### src/rtl/camera_pkg.sv
// Shared types and default geometry for the camera capture path.
package camera_pkg;

  typedef enum logic [1:0] {
    IDLE,
    ARM,
    CAPTURE,
    DONE
  } cap_state_t;

  typedef struct packed {
    logic [4:0] r;
    logic [5:0] g;
    logic [4:0] b;
  } rgb565_t;

  localparam int H_ACTIVE_DEFAULT = 640;
  localparam int V_ACTIVE_DEFAULT = 480;

endpackage

### src/rtl/camera_capture_sync_edge.sv
// Two-flop synchronizer followed by a one-cycle rising-edge pulse.
module sync_edge (
  input  logic clk,
  input  logic reset,
  input  logic async_in,
  output logic rise
);

  logic meta;
  logic sync;
  logic sync_q;

  always_ff @(posedge clk) begin
    if (reset) begin
      meta   <= 1'b0;
      sync   <= 1'b0;
      sync_q <= 1'b0;
    end else begin
      meta   <= async_in;
      sync   <= meta;
      sync_q <= sync;
    end
  end

  assign rise = sync & ~sync_q;

endmodule

### src/rtl/camera_capture.sv
// Single-frame RGB565 capture into a linear frame-buffer write stream.
// Optional 2x2 decimation is enabled by defining CAPTURE_DECIMATE_EN.
module camera_capture
  import camera_pkg::*;
#(
  parameter int H_ACTIVE = H_ACTIVE_DEFAULT,
  parameter int V_ACTIVE = V_ACTIVE_DEFAULT,
  parameter int ADDR_W   = 19
) (
  input  logic              clk,
  input  logic              reset,
  input  logic              fpga_href,
  input  logic              fpga_vsync,
  input  logic [7:0]        fpga_data,
  input  logic              fpga_shutter,
  output logic              wr_en,
  output logic [ADDR_W-1:0] wr_addr,
  output logic [15:0]       wr_data,
  output logic              busy,
  output logic              frame_done,
  output logic              frame_err
);

  // Counters saturate one past the active size so long lines/frames cannot wrap.
  localparam int XW = $clog2(H_ACTIVE + 2);
  localparam int YW = $clog2(V_ACTIVE + 2);
`ifdef CAPTURE_DECIMATE_EN
  localparam int ROW_STRIDE = H_ACTIVE / 2;
`else
  localparam int ROW_STRIDE = H_ACTIVE;
`endif

  cap_state_t        state_q;
  cap_state_t        state_d;
  logic              href_r;
  logic              href_q;
  logic              vsync_r;
  logic              vsync_q;
  logic [7:0]        data_r;
  logic [7:0]        hi_q;
  logic              phase_q;
  logic [XW-1:0]     x_q;
  logic [YW-1:0]     y_q;
  logic [YW-1:0]     y_next;
  logic [ADDR_W-1:0] addr_q;
  logic [ADDR_W-1:0] row_base_q;
  logic              shutter_rise;
  logic              href_fall;
  logic              vsync_fall;
  logic              vsync_rise;
  logic              capturing;
  logic              arming;
  logic              in_range;
  logic              keep;
  logic              row_step;
  logic              line_end;
  logic              line_bad;
  rgb565_t           pixel;

  sync_edge u_shutter (
    .clk      (clk),
    .reset    (reset),
    .async_in (fpga_shutter),
    .rise     (shutter_rise)
  );

  assign href_fall  = href_q & ~href_r;
  assign vsync_fall = vsync_q & ~vsync_r;
  assign vsync_rise = vsync_r & ~vsync_q;
  assign capturing  = (state_q == CAPTURE);
  assign arming     = (state_q == IDLE) && shutter_rise;
  assign line_end   = capturing && href_fall;
  assign line_bad   = (x_q != XW'(H_ACTIVE)) || phase_q;
  assign in_range   = (x_q < XW'(H_ACTIVE)) && (y_q < YW'(V_ACTIVE));
  assign pixel      = rgb565_t'({hi_q, data_r});
`ifdef CAPTURE_DECIMATE_EN
  assign keep       = in_range && !x_q[0] && !y_q[0];
  assign row_step   = !y_q[0];
`else
  assign keep       = in_range;
  assign row_step   = 1'b1;
`endif

  // A line ending on the same cycle as vsync rises must count toward the frame check.
  assign y_next = (line_end && (y_q <= YW'(V_ACTIVE))) ? y_q + YW'(1) : y_q;

  always_comb begin
    state_d    = state_q;
    busy       = (state_q != IDLE);
    frame_done = (state_q == DONE);
    case (state_q)
      IDLE:    if (shutter_rise) state_d = ARM;
      ARM:     if (vsync_fall) state_d = CAPTURE;
      CAPTURE: if (vsync_rise) state_d = DONE;
      DONE:    state_d = IDLE;
      default: state_d = IDLE;
    endcase
  end

  always_ff @(posedge clk) begin
    if (reset) begin
      state_q    <= IDLE;
      href_r     <= 1'b0;
      href_q     <= 1'b0;
      vsync_r    <= 1'b0;
      vsync_q    <= 1'b0;
      data_r     <= '0;
      hi_q       <= '0;
      phase_q    <= 1'b0;
      x_q        <= '0;
      y_q        <= '0;
      addr_q     <= '0;
      row_base_q <= '0;
      frame_err  <= 1'b0;
      wr_en      <= 1'b0;
      wr_addr    <= '0;
      wr_data    <= '0;
    end else begin
      href_r  <= fpga_href;
      vsync_r <= fpga_vsync;
      data_r  <= fpga_data;
      href_q  <= href_r;
      vsync_q <= vsync_r;
      state_q <= state_d;
      wr_en   <= 1'b0;

      if (arming) begin
        phase_q    <= 1'b0;
        x_q        <= '0;
        y_q        <= '0;
        addr_q     <= '0;
        row_base_q <= '0;
        frame_err  <= 1'b0;
      end else if (capturing) begin
        if (href_r) begin
          phase_q <= ~phase_q;
          if (!phase_q) begin
            hi_q <= data_r;
          end else begin
            if (x_q <= XW'(H_ACTIVE)) x_q <= x_q + XW'(1);
            if (keep) begin
              wr_en   <= 1'b1;
              wr_addr <= addr_q;
              wr_data <= pixel;
              addr_q  <= addr_q + ADDR_W'(1);
            end else if (!in_range) begin
              frame_err <= 1'b1;
            end
          end
        end else if (href_fall) begin
          // Re-base at each line so a short line cannot shift the next one.
          x_q     <= '0;
          phase_q <= 1'b0;
          y_q     <= y_next;
          if (row_step) begin
            row_base_q <= row_base_q + ADDR_W'(ROW_STRIDE);
            addr_q     <= row_base_q + ADDR_W'(ROW_STRIDE);
          end else begin
            addr_q <= row_base_q;
          end
          if (line_bad) frame_err <= 1'b1;
        end
        if (vsync_rise && (y_next != YW'(V_ACTIVE))) frame_err <= 1'b1;
      end
    end
  end

endmodule

### config.mk
export PLATFORM = sky130hd
export DESIGN_NAME = camera_capture
export DESIGN_NICKNAME = d
export VERILOG_FILES = /design/src/rtl/camera_pkg.sv /design/src/rtl/camera_capture_sync_edge.sv /design/src/rtl/camera_capture.sv
export SDC_FILE = /design/constraint.sdc
export NUM_CORES = 1
export LEC_CHECK = 0
export ABC_AREA = 1
export BUFFER_PORTS_ARGS = -buffer_cell sky130_fd_sc_hd__buf_2
export CORE_MARGIN = 2
export CORE_UTILIZATION = 63
export CTS_CLUSTER_DIAMETER = 120
export DETAILED_ROUTE_END_ITERATION = 10
export GPL_TIMING_DRIVEN = 0
export MAX_ROUTING_LAYER = met4
export PLACE_DENSITY = 0.84
export SLEW_MARGIN = 20
export SYNTH_ARGS = -nofsm -noshare
export SYNTH_HDL_FRONTEND = slang
export SYNTH_SLANG_ARGS = --single-unit
### constraint.sdc
create_clock -name clk -period 2.97 [get_ports clk]
set_clock_uncertainty 0.1 [all_clocks]
set_input_delay 0.297 -clock clk [delete_from_list [all_inputs] [get_ports clk]]
set_output_delay 0.297 -clock clk [all_outputs]
set_load 0.005 [all_outputs]
# Yosys cells after proc, flatten, opt, wreduce, memory -nomap -nowiden
# Index checks and enable logic that the tools add are counted.
# classes
n_mux,22
add_sub_neg,4
n_eq_ne,13
reduce_logical,21
n_bitwise,11
n_lt_le_gt_ge,4
# op_table
cell,count
2-to-1 mux 19 bit,4
2-to-1 mux 10 bit,4
"adder 19 x 1 -> 19 bit, second input constant",1
"adder 19 x 10 -> 19 bit, second input constant",1
AND reduction 4 bit,3
"adder 10 x 1 -> 10 bit, second input constant",1
"less-or-equal comparator 10 bit, second input constant",1
"less-than comparator 10 bit, second input constant",1
"!= test 10 bit, second input constant",1
AND reduction 5 bit,2
"adder 9 x 1 -> 9 bit, second input constant",1
"less-or-equal comparator 9 bit, second input constant",1
"less-than comparator 9 bit, second input constant",1
2-to-1 mux 1 bit,9
2-to-1 mux 9 bit,1
"!= test 9 bit, second input constant",1
case mux 2 bit (4 select lines),1
NOT 1 bit,7
2-to-1 mux 2 bit,3
"!= test 2 x 1 -> 1 bit, second input constant",3
"!= test 2 bit, second input constant",3
AND reduction 3 bit,2
nonzero test 3 bit,2
logical AND 1 bit,5
other kinds (11),16
# word_totals
reg_bits,120
elab_cells,94
out_inout_bits,39

# Logic depth before layout (Yosys ltp)
# logic_depth
ltp_word,9
depth_mapped,17
ltp_nobuf,17

# Cells and area by module
# From an unflattened synthesis, not the netlist that was laid out.
# hier_totals
cells_unflattened,708
area_unflattened_um2,5212.5
# by_module_without_submodules
module,area_per_inst_um2,seq_area_each_um2,instances,cells_each
camera_capture,5126.2,2202.1,1,698
sync_edge,86.3,60.1,1,10

# Worst setup path after synthesis
# OpenSTA, ideal clock, no wires.
# synth_path
path_kind,reg-to-reg
startpoint,register state_q[0]
endpoint,register frame_err
path_buffers,1
arrival_ps,1617
setup_time_ps,132
path_slack_ps,1121
path_stages_with_launch,15
cell_sequence,dfxtp_1 > inv_1 > ha_1 > nand2_2 > nor2_8 > buf_6 > nand4_1 > nand2_1 > nand3_1 > nor2_1 > nand2_1 > nand2_1 > nand2_1 > nand2_1 > a21oi_1
# synth_between
elab_chain_cells,8
word_cells_on_any_way,15
classes_between,eq/ne (4); mux (2); reduce/logical (9)
# synth_rtl
element,line_no,rtl
start: declaration,camera_capture.sv:33,cap_state_t state_q;
start signal: assignment,camera_capture.sv:124,state_q <= state_d;
== test 2 bit,camera_capture.sv:70,assign capturing = (state_q == CAPTURE);
logical AND 1 bit,camera_capture.sv:72,assign line_end = capturing && href_fall;
logical AND 1 bit,camera_capture.sv:85,assign y_next = (line_end && (y_q <= YW'(V_ACTIVE))) ? y_q + YW'(1) : y_q;
2-to-1 mux 9 bit,camera_capture.sv:85,
!= test 9 bit,camera_capture.sv:163,if (vsync_rise && (y_next != YW'(V_ACTIVE))) frame_err <= 1'b1;
logical AND 1 bit,camera_capture.sv:163,
"!= test 3 x 2 -> 1 bit (no line), or another cell as far along",n/a,
AND reduction 5 bit (no line),n/a,
end signal: assignment,camera_capture.sv:147,frame_err <= 1'b1;
end signal: assignment,camera_capture.sv:161,if (line_bad) frame_err <= 1'b1;
end signal: assignment,camera_capture.sv:163,
end: declaration,camera_capture.sv:21,output logic frame_err
# Several ways; a longest one is shown, not always the timed one.
# A chain may end at the register's enable or synchronous reset.

# Final worst setup path
# layout_path
startpoint,register state_q[0]
endpoint,register x_q[2]
# layout_between
elab_chain_cells,3
word_cells_on_any_way,5
classes_between,eq/ne (1); reduce/logical (4)
# layout_rtl
element,line_no,rtl
zero test 2 bit,camera_capture.sv:71,assign arming = (state_q == IDLE) && shutter_rise;
logical AND 1 bit,camera_capture.sv:71,
OR reduction 2 bit (no line),n/a,
end signal: assignment,camera_capture.sv:140,if (x_q <= XW'(H_ACTIVE)) x_q <= x_q + XW'(1);
end: declaration,camera_capture.sv:42,logic [XW-1:0] x_q;
# Several ways; a longest one is shown, not always the timed one.

==> impl_metrics.env <==
export IMPL_slowest_stage="nor2_2"
export IMPL_cp_top_family="simple AND/OR/NAND/NOR gates"
export IMPL_syn_mean_instance_area_um2=7.54
export IMPL_cp_arrival_ps=2660
export IMPL_dieArea_um2=8790
export IMPL_yosys_area_top_type_share_pct=44.6
export IMPL_numClockSinks=113
export IMPL_cp_cell_sequence="inv_1, ha_1, nand2_2, nor2_8, buf_6, nor2_2, inv_1, a21oi_1, o21a_1"
export IMPL_cts_tree="done"
export IMPL_crit_top_cell="inv_1"
export IMPL_syn_area_um2=5080
export IMPL_clkPwrFrac_pct=49.7
export IMPL_setup_viol=0
export IMPL_routed_wl_um=13500
export IMPL_diodes=0
export IMPL_synth_seq_cells=113
export IMPL_grt_util_met3_pct=7.38
export IMPL_cts_setup_buffers=0
export IMPL_synth_distinct_cells=45
export IMPL_drc=0
export IMPL_yosysTopAreaCell="dfxtp_1"
export IMPL_grtUsageMet1_pct=36.7
export IMPL_via_per_inst=5.56
export IMPL_synth_ff_type="dfxtp_1"
export IMPL_cts_max_path_buffers=2
export IMPL_ios=52
export IMPL_antenna_found_initial=0
export IMPL_grt_first_pass_wirelength_um=22400
export IMPL_first_pass_iters=5
export IMPL_start_util_pct=65.4
export IMPL_synth_area_leaders="dfxtp_1 45%, nor2_1 9.2%, nand2_1 7.1%, o21ai_0 6.5%, inv_1 5.3%"
export IMPL_endpoint_kind="register"
export IMPL_grt_pass1_vias=4867
export IMPL_finalCritPeriodShare_pct=77.0
export IMPL_drive_gt1_share_pct=16.3
export IMPL_wire_per_inst_um=15.4
export IMPL_worstPathRequired_ps=3340
export IMPL_rows=32
export IMPL_io_buffers=50
export IMPL_cap_violations=0
export IMPL_fillerInstances=509
export IMPL_postCtsHoldBufs=18
export IMPL_syn_to_final_growth_pct=22.3
export IMPL_busiest_layer="met2"
export IMPL_vias=4867
export IMPL_netSwitchingFraction_pct=28.5
export IMPL_fmax_mhz=437
export IMPL_coreArea_um2=7770
export IMPL_synth_cells=673
export IMPL_max_stage_delay_ps=390
export IMPL_grt_util_met2_pct=58.9
export IMPL_cellLeakagePower_nw=2.81
export IMPL_relSlewSlack_pct=63.0
export IMPL_cts_resized=0
export IMPL_synth_seq_area_share_pct=44.6
export IMPL_nets=784
export IMPL_hold_class="reg -> reg"
export IMPL_async_flop_share_pct=0
export IMPL_cp_start_kind="register"
export IMPL_p_int_mw=2.85
export IMPL_r2r_slack_ps=680
export IMPL_path_class="reg -> reg"
export IMPL_grt_start_max_net_pins=17
export IMPL_drt_iter0_drc=292
export IMPL_ys_warnings_count=0
export IMPL_p_sw_mw=1.14
export IMPL_place_ws_ps=730
export IMPL_p_seq_share_pct=40.3
export IMPL_clk_latency_ps=530
export IMPL_combinationalPowerShare_pct=10.0
export IMPL_worstPathMaxFanout=10
export IMPL_cts_buffers=17
export IMPL_die_y_um=93.8
export IMPL_max_vdd_ir_drop_v=0.000689
export IMPL_p_per_area_nw_per_um2=643
export IMPL_place_gp_congestion=0.915
export IMPL_period_needed_ps=2290
export IMPL_status="completed"
export IMPL_ant_nets=0
export IMPL_die_x_um=93.8
export IMPL_fin_hold_ws_ps=348
export IMPL_hold_viol_final=0
export IMPL_cp_num_buf_inv=3
export IMPL_synth_edf_count=0
export IMPL_path_clk_slew_ps=60
export IMPL_tightest_slew_ps=554
export IMPL_track_usage_pct=33.8
export IMPL_synth_nets=697
export IMPL_hpwlAfterDp_um=8370
export IMPL_cts_htree_levels=4
export IMPL_rsz0062_at_grt="no"
export IMPL_fin_setup_tns_ps=0
export IMPL_clockRootBuffer="clkbuf_8"
export IMPL_drv_slew=0
export IMPL_setup_ws_ps=683
export IMPL_synth_most_common_cell="nor2_1"
export IMPL_synth_commonest_cells="124 x nor2_1, 113 x dfxtp_1, 96 x nand2_1, 72 x inv_1, 66 x o21ai_0"
export IMPL_overflow=0
## cells in the final DEF (no fill, tap or decap), types with 2 or more instances in the layout
master         count
a211oi_1           4
a21oi_1           44
a31oi_1            3
buf_2             56
buf_6              3
clkbuf_1          12
clkbuf_16         16
clkinv_2           2
clkinvlp_4         3
dfxtp_1          113
dlygate4sd3_1     18
ha_1              11
inv_1             72
inv_2              2
inv_4              3
inv_6              6
inv_8              5
nand2_1           96
nand2_2            3
nand2_4            3
nand3_1           23
nand3_2            2
nand4_1           12
nand4_2            3
nor2_1           124
nor2_2             5
nor2_4             3
nor3_1             5
nor3_2             3
nor4_1             3
o211ai_1           3
o21a_1             2
o21ai_0           66
o21ai_1            3
o21ai_2            2
o21bai_1           2
o22ai_1            2
xnor2_1            7
xor2_1            15
## routing by layer
metal | share of wire, % | vias up
li1 | - | 2356
met4 | 3.0 | 0
met2 | 51 | 199
met5 | 0 | -
met3 | 5.7 | 41
met1 | 40 | 2271
## flip-flops by register name, summed over array words and instances (netlist names)
register	cells
u_shutter.meta	1
wr_en	1
vsync_r	1
href_r	1
wr_data	16
u_shutter.sync	1
phase_q	1
wr_addr	19
hi_q	8
frame_err	1
u_shutter.sync_q	1
addr_q	19
vsync_q	1
data_r	8
y_q	9
x_q	10
row_base_q	12
state_q	2
href_q	1
## worst paths after layout
check | endpoint | start | cells after the start
worst min-delay path | frame_err | frame_err | 2
worst min register to register | frame_err | frame_err | 2
worst max-delay path | x_q[2] | state_q[0] | 9
worst max register to register | x_q[2] | state_q[0] | 9
## power by group through the flow
stage	clock network, mW	logic (mW)	registers, mW
finish	1.99	0.398	1.61
global route	2.07	0.441	1.61
CTS	1.98	0.383	1.60
detailed placement	0	0.354	1.64
global placement	0	0.339	1.63
floorplan	0	0.256	1.63
## logic make-up after synthesis
kind of cell	count (synthesis)	share of synthesized area, %
AND/OR/NAND/NOR	290	26.2
buffers and inverters	102	8.33
adder cells (fa/ha/maj)	11	2.71
flip-flops	113	44.6
XOR/XNOR	22	3.80
AO/OA/AOI/OAI	134	14.2
multiplexers	1	0.197
## cell type report
cell class | count | area [µm²] | area share, %
tap | 102 | 128 | 2.06
inverter | 80 | 310 | 5.00
buffer | 22 | 113 | 1.81
clock buffer | 17 | 414 | 6.67
clock inverter | 15 | 161 | 2.60
sequential | 113 | 2260 | 36.4
multi-input combinational | 458 | 2390 | 38.5
timing repair buffer | 68 | 430 | 6.93
## worst reg2reg max path: cells and delay by family (launching register included)
kind / cells / cell delay (ps)
AO/OA/AOI/OAI: 2 / 310
buffers and inverters: 3 / 530
AND/OR/NAND/NOR: 3 / 640
flip-flops: 1 / 360
adder cells (fa/ha/maj): 1 / 290
## metrics by stage
stage,util (%),power [mW],instances,area (µm²)
after floorplan,-,1.88,673,5080
after global placement,70.2,1.97,825,5450
after detailed placement,70.2,1.99,825,5450
after CTS,79.9,3.96,875,6210
after global routing,79.9,4.12,875,6210
final,79.9,3.99,875,6210
Note: power is estimated with default switching activity, not from simulation.
